**src/rtl/alarm_ram_pkg.sv**
```systemverilog
// Shared types and default widths for the alarm RAM arbiter and its round-robin helper.
package alarm_ram_pkg;

  localparam int ADDR_W_DEF = 11;
  localparam int DATA_W_DEF = 32;
  localparam int BE_W_DEF   = DATA_W_DEF / 8;

  typedef enum logic [1:0] {
    IDLE  = 2'd0,
    ISSUE = 2'd1,
    WAIT  = 2'd2,
    RESP  = 2'd3
  } state_t;

  localparam logic GRANT_A = 1'b0;
  localparam logic GRANT_B = 1'b1;

endpackage

```
**src/rtl/alarm_ram_arbiter_rr_arb2.sv**
```systemverilog
// Two-requester round-robin: a lone requester wins, a tie goes to the side not granted last.
module rr_arb2
  import alarm_ram_pkg::*;
(
  input  logic clk,
  input  logic reset,
  input  logic req_a,
  input  logic req_b,
  input  logic advance,
  output logic grant,
  output logic valid
);

  logic r_last_grant;

  always_comb begin
    grant = GRANT_A;
    if (req_a && req_b) begin
      grant = ~r_last_grant;
    end else if (req_b) begin
      grant = GRANT_B;
    end
    valid = req_a | req_b;
  end

  // Starting from B makes A the winner of the first tie after reset.
  always_ff @(posedge clk) begin
    if (reset) begin
      r_last_grant <= GRANT_B;
    end else if (advance && valid) begin
      r_last_grant <= grant;
    end
  end

endmodule

```
**src/rtl/alarm_ram_arbiter.sv**
```systemverilog
// Two-master Avalon-MM arbiter in front of a single-port 2048x32 RAM with one-cycle read latency.
module alarm_ram_arbiter
  import alarm_ram_pkg::*;
#(
  parameter int ADDR_W = ADDR_W_DEF,
  parameter int DATA_W = DATA_W_DEF,
  parameter int BE_W   = BE_W_DEF
) (
  input  logic              clk,
  input  logic              reset,
  input  logic [ADDR_W-1:0] a_address,
  input  logic [BE_W-1:0]   a_byteenable,
  input  logic              a_read,
  input  logic              a_write,
  input  logic [DATA_W-1:0] a_writedata,
  output logic              a_waitrequest,
  output logic [DATA_W-1:0] a_readdata,
  output logic              a_readdatavalid,
  input  logic [ADDR_W-1:0] b_address,
  input  logic [BE_W-1:0]   b_byteenable,
  input  logic              b_read,
  input  logic              b_write,
  input  logic [DATA_W-1:0] b_writedata,
  output logic              b_waitrequest,
  output logic [DATA_W-1:0] b_readdata,
  output logic              b_readdatavalid,
  output logic [ADDR_W-1:0] ram_address,
  output logic [BE_W-1:0]   ram_byteenable,
  output logic              ram_chipselect,
  output logic              ram_write,
  output logic [DATA_W-1:0] ram_writedata,
  output logic              ram_clken,
  input  logic [DATA_W-1:0] ram_readdata
);

  state_t            r_state;
  state_t            w_next;
  logic              w_grant;
  logic              w_gvalid;
  logic              w_accept;
  logic              w_sel_wr;
  logic [ADDR_W-1:0] w_sel_addr;
  logic [BE_W-1:0]   w_sel_be;
  logic [DATA_W-1:0] w_sel_wdata;

  logic              r_op_wr;
  logic              r_gnt;
  logic [ADDR_W-1:0] r_addr;
  logic [BE_W-1:0]   r_be;
  logic [DATA_W-1:0] r_wdata;
  logic              r_cs;
  logic              r_we;
  logic [DATA_W-1:0] r_rdata_a;
  logic [DATA_W-1:0] r_rdata_b;
  logic              r_rv_a;
  logic              r_rv_b;

  rr_arb2 u_arb (
    .clk     (clk),
    .reset   (reset),
    .req_a   (a_read | a_write),
    .req_b   (b_read | b_write),
    .advance (w_accept),
    .grant   (w_grant),
    .valid   (w_gvalid)
  );

  // Acceptance is suppressed while reset is asserted so waitrequest stays high.
  assign w_accept = (r_state == IDLE) && w_gvalid && !reset;

  always_comb begin
    w_sel_wr    = a_write;
    w_sel_addr  = a_address;
    w_sel_be    = a_byteenable;
    w_sel_wdata = a_writedata;
    if (w_grant == GRANT_B) begin
      w_sel_wr    = b_write;
      w_sel_addr  = b_address;
      w_sel_be    = b_byteenable;
      w_sel_wdata = b_writedata;
    end
  end

  always_ff @(posedge clk) begin
    if (reset) begin
      r_state <= IDLE;
    end else begin
      r_state <= w_next;
    end
  end

  always_comb begin
    w_next = r_state;
    unique case (r_state)
      IDLE:    if (w_accept) w_next = ISSUE;
      ISSUE:   w_next = r_op_wr ? IDLE : WAIT;
      WAIT:    w_next = RESP;
      RESP:    w_next = IDLE;
      default: w_next = IDLE;
    endcase
  end

  // Request capture; the RAM strobe is live for exactly the ISSUE cycle.
  always_ff @(posedge clk) begin
    if (reset) begin
      r_op_wr <= 1'b0;
      r_gnt   <= GRANT_A;
      r_addr  <= '0;
      r_be    <= '0;
      r_wdata <= '0;
      r_cs    <= 1'b0;
      r_we    <= 1'b0;
    end else begin
      r_cs <= w_accept;
      r_we <= w_accept && w_sel_wr;
      if (w_accept) begin
        r_op_wr <= w_sel_wr;
        r_gnt   <= w_grant;
        r_addr  <= w_sel_addr;
        r_be    <= w_sel_be;
        r_wdata <= w_sel_wdata;
      end
    end
  end

  // Read return: RAM data is sampled in WAIT, strobed to the owner in RESP.
  always_ff @(posedge clk) begin
    if (reset) begin
      r_rdata_a <= '0;
      r_rdata_b <= '0;
      r_rv_a    <= 1'b0;
      r_rv_b    <= 1'b0;
    end else begin
      r_rv_a <= (r_state == WAIT) && (r_gnt == GRANT_A);
      r_rv_b <= (r_state == WAIT) && (r_gnt == GRANT_B);
      if (r_state == WAIT) begin
        if (r_gnt == GRANT_A) r_rdata_a <= ram_readdata;
        else                  r_rdata_b <= ram_readdata;
      end
    end
  end

  assign a_waitrequest   = !(w_accept && (w_grant == GRANT_A));
  assign b_waitrequest   = !(w_accept && (w_grant == GRANT_B));
  assign a_readdata      = r_rdata_a;
  assign b_readdata      = r_rdata_b;
  assign a_readdatavalid = r_rv_a;
  assign b_readdatavalid = r_rv_b;
  assign ram_address     = r_addr;
  assign ram_byteenable  = r_be;
  assign ram_writedata   = r_wdata;
  assign ram_chipselect  = r_cs;
  assign ram_write       = r_we;
  assign ram_clken       = 1'b1;

endmodule

```
**config.mk**
```make
export PLATFORM = sky130hd
export DESIGN_NAME = alarm_ram_arbiter
export DESIGN_NICKNAME = d
export VERILOG_FILES = /design/src/rtl/alarm_ram_pkg.sv /design/src/rtl/alarm_ram_arbiter_rr_arb2.sv /design/src/rtl/alarm_ram_arbiter.sv
export SDC_FILE = /design/constraint.sdc
export NUM_CORES = 1
export LEC_CHECK = 0
export ABC_AREA = 1
export BUFFER_PORTS_ARGS = -buffer_cell sky130_fd_sc_hd__buf_4
export CAP_MARGIN = 20
export CORE_ASPECT_RATIO = 0.8
export CORE_UTILIZATION = 46
export CTS_BUF_LIST = sky130_fd_sc_hd__clkbuf_8 sky130_fd_sc_hd__clkbuf_16
export DETAILED_ROUTE_END_ITERATION = 10
export GPL_ROUTABILITY_DRIVEN = 1
export GPL_TIMING_DRIVEN = 0
export PLACE_DENSITY = 0.84
export SYNTH_ARGS = -nofsm -noshare
export SYNTH_HDL_FRONTEND = slang
export SYNTH_SLANG_ARGS = --single-unit
```
**constraint.sdc**
```tcl
create_clock -name clk -period 1.6 [get_ports clk]
set_input_delay 0.32 -clock clk [delete_from_list [all_inputs] [get_ports clk]]
set_output_delay 0.32 -clock clk [all_outputs]
set_load 0.005 [all_outputs]
```
==> run_results.csv, run 1 <==
group,metric,value,unit
synthesis,seq_area_frac_synth,48.8,%
power,p_switching,2.23,mW
timing,period_share,102,%
drt,vias,5526,
power,clock_power_share,47.3,%
placement,dp_cells,1070,
synthesis,synth_nets,815,
floorplan,initial_core_util,47.6,%
worst_setup_path,crit_arrival,1310,ps
worst_setup_path,worstSetupStartpointType,"flip-flop",
placement,dpl.hpwl,11300,um
drt,ant_nets,0,
synthesis,synth.top_cell.area_share,48.8,%
worst_setup_path,crit_path_max_incr_delay,330,ps
power,intPower,6.97,mW
drt,top_layer,"met4",
floorplan,die-area,0.0111,mm2
worst_hold_path,hold_path.class,"input port to flip-flop",
timing,max_freq,612,MHz
clocking,clk_latency,410,ps
clocking,cts_buffers,17,
floorplan,die_h,94.5,um
synthesis,ys_warn_count,0,
timing,hold_viol,0,
synthesis,ys_seq_elements,120,
power,switching_share,24.2,%
drt,drt_wl_total,16000,um
floorplan,die_w,118,um
layout,nFillCells,808,
drt,via_per_inst,4.94,
clocking,cts_root_buf,"clkbuf_16",
worst_setup_path,worstPathCellList,"nor2_4, nand3_2, inv_4, buf_6, nand2_4, buf_6",
clocking,hold_buffers,0,
worst_setup_path,worstSetupEndpointType,"primary output",
power,power.density,1180,mW/mm2
timing,grt_setup_unrepaired,"yes",
drt,wl_met2,7340,um
timing,finalSetupViolCount,2,
clocking,cts_tree,"built",
worst_setup_path,critPathMaxFanout,3,
timing,skew,7.91,ps
power,peakVddDrop,0.000921,V
drt,wl_per_cell,14.3,um
synthesis,synthesis.area,0.00492,mm2
timing,slew_headroom,65.1,%
drt,drc,0,
worst_setup_path,criticalPathCategory,"flip-flop to primary output",
timing,period_needed,1630,ps
flow_run,maxCapViolCount,0,
power,seqPwrFrac,35.9,%
run_status,violations,"setup timing",
grt,antenna_found_initial,0,
timing,slew_violations,0,
synthesis,synth_cell_types,20,
drt,wl_met1,7200,um
grt,grt_pass1_vias,5194,
grt,grt_overflow,0,
synthesis,synth_top_area_cell,"dfxtp_1",
layout,syn2layout_area_growth,59.0,%
grt,grt_pass1_wl,25500,um
layout,n_antenna_cell,0,
floorplan,rows,33,
layout,final_nets,1097,
power,pwr-share-comb,16.9,%
clocking,cts_sinks,120,
clocking,clock_path_buffers,2,
timing,fin_ws,-35.0,ps
grt,gr-usage-all-layers,29.0,%
drt,routed-wl-met3,1010,um
drt,drt-initial-drc-count,373,
floorplan,ios,250,
power,p_leak,3.71,nW
synthesis,yosys-top-cells-area,"dfxtp_1 49%, nand2_1 15%, a21oi_1 11%",
clocking,clk_pin_slew_worst_paths,50,ps
grt,grt_max_degree,17,
synthesis,synth.avg_cell_area,7.20,um2
layout,final_cells,1118,
timing,tightest_slew,524,ps
placement,gp_congestion,0.930,
worst_setup_path,required,1280,ps
run_status,status,"finished with violations",
placement,io_buffers,247,
synthesis,syn_inst,683,
placement,pre_cts_ws,-105,ps
worst_setup_path,crit_path_frequent_cell,"buf_6",
worst_setup_path,slowest_stage,"dfxtp_2",
clocking,htreeDepth,4,
layout,drive_above_1_share,35.6,%
floorplan,core,0.0103,mm2
timing,tns,-58.8,ps
drt,first_pass_iters,5,
[power groups by stage]
stage	Combinational (mW)	Sequential (mW)	Clock (mW)
3_3_place_gp	1.41	3.35	0
5_1_grt	1.72	3.32	4.55
4_1_cts	1.53	3.29	4.39
6_report	1.55	3.30	4.35
2_1_floorplan	0.673	3.36	0
3_5_place_dp	1.43	3.35	0
[registers in the layout (all words and copies together), names as in the netlist, named ones only]
signal,flops
r_state,1
b_readdatavalid,1
r_gnt,1
ram_write,1
ram_chipselect,1
u_arb.r_last_grant,1
b_readdata,32
a_readdatavalid,1
ram_writedata,32
a_readdata,32
ram_address,11
r_op_wr,1
ram_byteenable,4
[critical path, delay by kind of cell, from the launching register on]
family | cells | cell delay (ps)
buffers and inverters | 3 | 320
DFF | 1 | 330
and+or+nand+nor | 3 | 260
[layout make-up]
type / instances / area (um2) / share of cell area [%]
tap: 140 / 175 / 2.24
clock inverter: 13 / 225 / 2.88
multi-input combinational: 438 / 1990 / 25.4
sequential: 120 / 2410 / 30.8
inverter: 72 / 273 / 3.49
timing repair buffer: 263 / 1990 / 25.4
clock buffer: 19 / 453 / 5.79
buffer: 53 / 313 / 4.00
[metrics by stage]
stage | utilization (%) | power [mW] | hold slack (ps) | instance area [um2]
2_1_floorplan | - | 4.04 | 440 | 4920
3_3_place_gp | 67.3 | 4.76 | 431 | 6950
3_5_place_dp | 67.3 | 4.78 | 434 | 6950
4_1_cts | 75.5 | 9.21 | 176 | 7790
5_1_grt | 75.8 | 9.59 | 188 | 7820
6_report | 75.8 | 9.20 | 186 | 7820
[cells in the mapped netlist (all sizes together)]
cell,count
dfxtp,120
o21ai,66
nor3,1
clkbuf,13
o211ai,1
nor2,7
nand2,199
a21oi,111
conb,1
inv,72
nand3,51
o21a,1
buf,40
[worst paths after layout]
check / startpoint / to / slack (ps) / cells after the start
worst max-delay path: r_state[0]$_SDFFE_PP0P_ / b_waitrequest / -30 / 6
worst min-delay path: ram_readdata[26] / b_readdata[26]$_SDFFE_PP0P_ / 190 / 3
worst max register to register: flip-flop / b_readdata[15]$_SDFFE_PP0P_ / 130 / 5
worst min register to register: a_readdata[18]$_SDFFE_PP0P_ / a_readdata[18]$_SDFFE_PP0P_ / 440 / 2
[cell usage in the layout, fill, tap and decap left out, types with 2 or more instances in the layout]
| cell type | Yosys | routed |
|---|---|---|
| dfxtp_1 | 120 | 117 |
| dfxtp_2 | 0 | 2 |
| clkbuf_8 | 0 | 2 |
| nand2_4 | 0 | 3 |
| clkbuf_1 | 13 | 13 |
| nand2_1 | 199 | 196 |
| inv_1 | 69 | 69 |
| buf_6 | 4 | 10 |
| nor2_1 | 5 | 5 |
| clkinv_2 | 0 | 2 |
| clkinvlp_4 | 0 | 3 |
| o21ai_1 | 4 | 4 |
| buf_4 | 8 | 268 |
| nand3_1 | 50 | 50 |
| bufinv_16 | 0 | 6 |
| o21ai_0 | 61 | 61 |
| inv_2 | 3 | 3 |
| buf_2 | 28 | 25 |
| clkbuf_16 | 0 | 17 |
| a21oi_1 | 111 | 111 |
[cells by family after synthesis]
kind of cell / count (synthesis) / synth area share (%)
buffers and inverters: 125 / 11.5
and+or+nand+nor: 258 / 21.2
DFF: 120 / 48.8
AOI/OAI and AO/OA: 179 / 18.4
other: 1 / 0.0762
[per-layer routing]
| metal | track usage [%] | vias up |
|---|---|---|
| met4 | 13.5 | 0 |
| met1 | 36.9 | 2522 |
| met3 | 7.37 | 36 |
| met2 | 46.7 | 217 |
| met5 | 0 | - |
| li1 | - | 2751 |
[what timing repair did]
item | 4_1_cts | 5_1_grt
resized for setup | 21 | 2
buffers inserted | 14 | 2
pin swaps | 3 | 1
setup endpoints to repair | 2 | 2
Note: power is estimated with default switching activity, not from simulation.
==> inputs of run 2 (changes only) <==
==> constraint.sdc (replaced) <==
create_clock -name clk -period 1.6 [get_ports clk]
set_input_delay 0.08 -clock clk [delete_from_list [all_inputs] [get_ports clk]]
set_output_delay 0.08 -clock clk [all_outputs]
set_load 0.005 [all_outputs]
==> run_results.csv, run 2 (same netlist as run 1, synthesis figures left out) <==
group,metric,value,unit
layout,syn2layout_area_growth,63.5,%
clocking,cts_buffers,17,
placement,dpl_cell_area,0.00695,mm2
power,peakVddDrop,0.000928,V
layout,nFillCells,765,
clocking,cts_sinks,120,
drt,ant_nets,0,
floorplan,ios,250,
worst_setup_path,worstSetupStartpointType,"flip-flop",
drt,drt-initial-drc-count,367,
power,power.density,1150,mW/mm2
clocking,htreeDepth,4,
power,seqPwrFrac,35.7,%
drt,drt_wl_total,16800,um
power,clock_power_share,47.2,%
timing,period_share,94.6,%
clocking,cts_tree,"built",
power,switching_share,24.3,%
layout,final_nets,1122,
timing,tns,0,ps
timing,slew_headroom,65.3,%
grt,grt_pass1_wl,26500,um
run_status,status,"finished clean",
worst_setup_path,slowest_stage,"dfxtp_2",
timing,max_freq,661,MHz
drt,drc,0,
worst_setup_path,criticalPathCategory,"flip-flop to primary output",
power,pwr-share-comb,17.1,%
timing,grt_setup_unrepaired,"no",
placement,gp_congestion,0.930,
grt,grt_pass1_vias,5342,
layout,n_antenna_cell,0,
timing,finalSetupViolCount,0,
power,intPower,6.99,mW
worst_setup_path,worstPathCellList,"nor2_2, nand3_2, inv_4, buf_6, nand2_2, buf_4",
layout,final_cell_mix,"263 x buf_4, 197 x nand2_1, 119 x dfxtp_1",
worst_setup_path,crit_path_max_incr_delay,340,ps
power,p_leak,3.79,nW
power,finalPower,9.23,mW
grt,gr-usage-all-layers,30.3,%
drt,vias,5708,
placement,dpl.hpwl,11300,um
grt,antenna_found_initial,0,
layout,final_cell_area,0.00804,mm2
timing,slew_violations,0,
floorplan,die_h,94.5,um
floorplan,rows,33,
placement,io_buffers,247,
clocking,clk_pin_slew_worst_paths,60,ps
drt,first_pass_iters,5,
worst_setup_path,crit_arrival,1430,ps
clocking,cts_root_buf,"clkbuf_16",
floorplan,die_w,118,um
grt,grt_max_degree,17,
timing,period_needed,1510,ps
grt,grt_overflow,0,
flow_run,maxCapViolCount,0,
clocking,clk_latency,410,ps
drt,via_per_inst,4.99,
worst_setup_path,critPathMaxFanout,10,
floorplan,initial_core_util,47.6,%
layout,drive_above_1_share,33.5,%
timing,tightest_slew,521,ps
worst_hold_path,hold_path.class,"input port to flip-flop",
clocking,clock_path_buffers,2,
drt,wl_per_cell,14.7,um
layout,final_common_cell,"buf_4",
worst_setup_path,required,1520,ps
floorplan,core,0.0103,mm2
timing,hold_viol,0,
worst_setup_path,worstSetupEndpointType,"primary output",
floorplan,die-area,0.0111,mm2
power,p_switching,2.24,mW
timing,skew,8.48,ps
## run 2: cell count changes in the layout (fill, tap and decap cells not counted), moves of 2 or more
cell,before,now
dlygate4sd3_1,0,33
buf_6,10,7
dfxtp_1,117,119
nand2_4,3,0
buf_4,268,263
nand2_2,0,2
## run 2: cell type report
type                    instances  area (um2)  share of cell area (%)
flip-flops and latches        120        2400                    29.9
repair buffers                288        2240                    27.9
multi-input cells             438        1960                    24.3
clock buffers                  19         453                    5.63
plain buffers                  53         313                    3.89
inverters                      72         273                    3.39
clock inverters                13         225                    2.80
well taps                     140         175                    2.18
## run 2: metal layers
metal / vias to the layer above / global-route usage [%] / wire (um)
met5: - / 0 / 0
met4: 0 / 15.2 / 577
met3: 51 / 7.97 / 1050
met2: 250 / 49.1 / 7930
met1: 2615 / 37.5 / 7250
li1: 2792 / - / -
## run 2: what timing repair did
item | CTS | global route
endpoints found under the setup margin | 2 | 2
hold buffers | 33 | 0
endpoints found under the hold margin | 62 | 0
pin swaps | 2 | 1
setup buffers | 1 | 7
gates resized for setup | 8 | 2
## run 2: path summary, 6_finish.rpt
| path | slack [ps] | startpoint | end | depth (start not counted) |
|---|---|---|---|---|
| worst max-delay path | 90 | flip-flop | b_waitrequest | 6 |
| worst min-delay path | 10 | a_address[4] | ram_address[4]$_SDFFE_PP0P_ | 5 |
| worst max register to register | 170 | r_state[0]$_SDFFE_PP0P_ | b_readdata[15]$_SDFFE_PP0P_ | 5 |
| worst min register to register | 440 | a_readdata[18]$_SDFFE_PP0P_ | a_readdata[18]$_SDFFE_PP0P_ | 2 |
## run 2: power groups by stage
| stage | combinational, mW | clock [mW] | sequential (mW) |
|---|---|---|---|
| 3_5_place_dp | 1.43 | 0 | 3.35 |
| 2_1_floorplan | 0.673 | 0 | 3.36 |
| 3_3_place_gp | 1.41 | 0 | 3.35 |
| 5_1_grt | 1.74 | 4.55 | 3.32 |
| 4_1_cts | 1.52 | 4.39 | 3.29 |
| 6_report | 1.58 | 4.35 | 3.30 |
## run 2: stage by stage
stage / hold WS [ps] / setup slack, ps / instances / util (%)
3_5_place_dp: 366 / 218 / 1070 / 67.3
2_1_floorplan: 256 / 479 / 683 / -
6_report: 12.5 / 86.0 / 1143 / 77.9
5_1_grt: 29.0 / 0.301 / 1143 / 77.9
4_1_cts: 2.33 / 9.50 / 1136 / 77.4
3_3_place_gp: 350 / 236 / 1070 / 67.3
## run 2: worst max-delay path: cells and delay by family, from the launching register on
kind                   cells  cell delay (ps)
and+or+nand+nor            3              300
DFF                        1              340
buffers and inverters      3              390
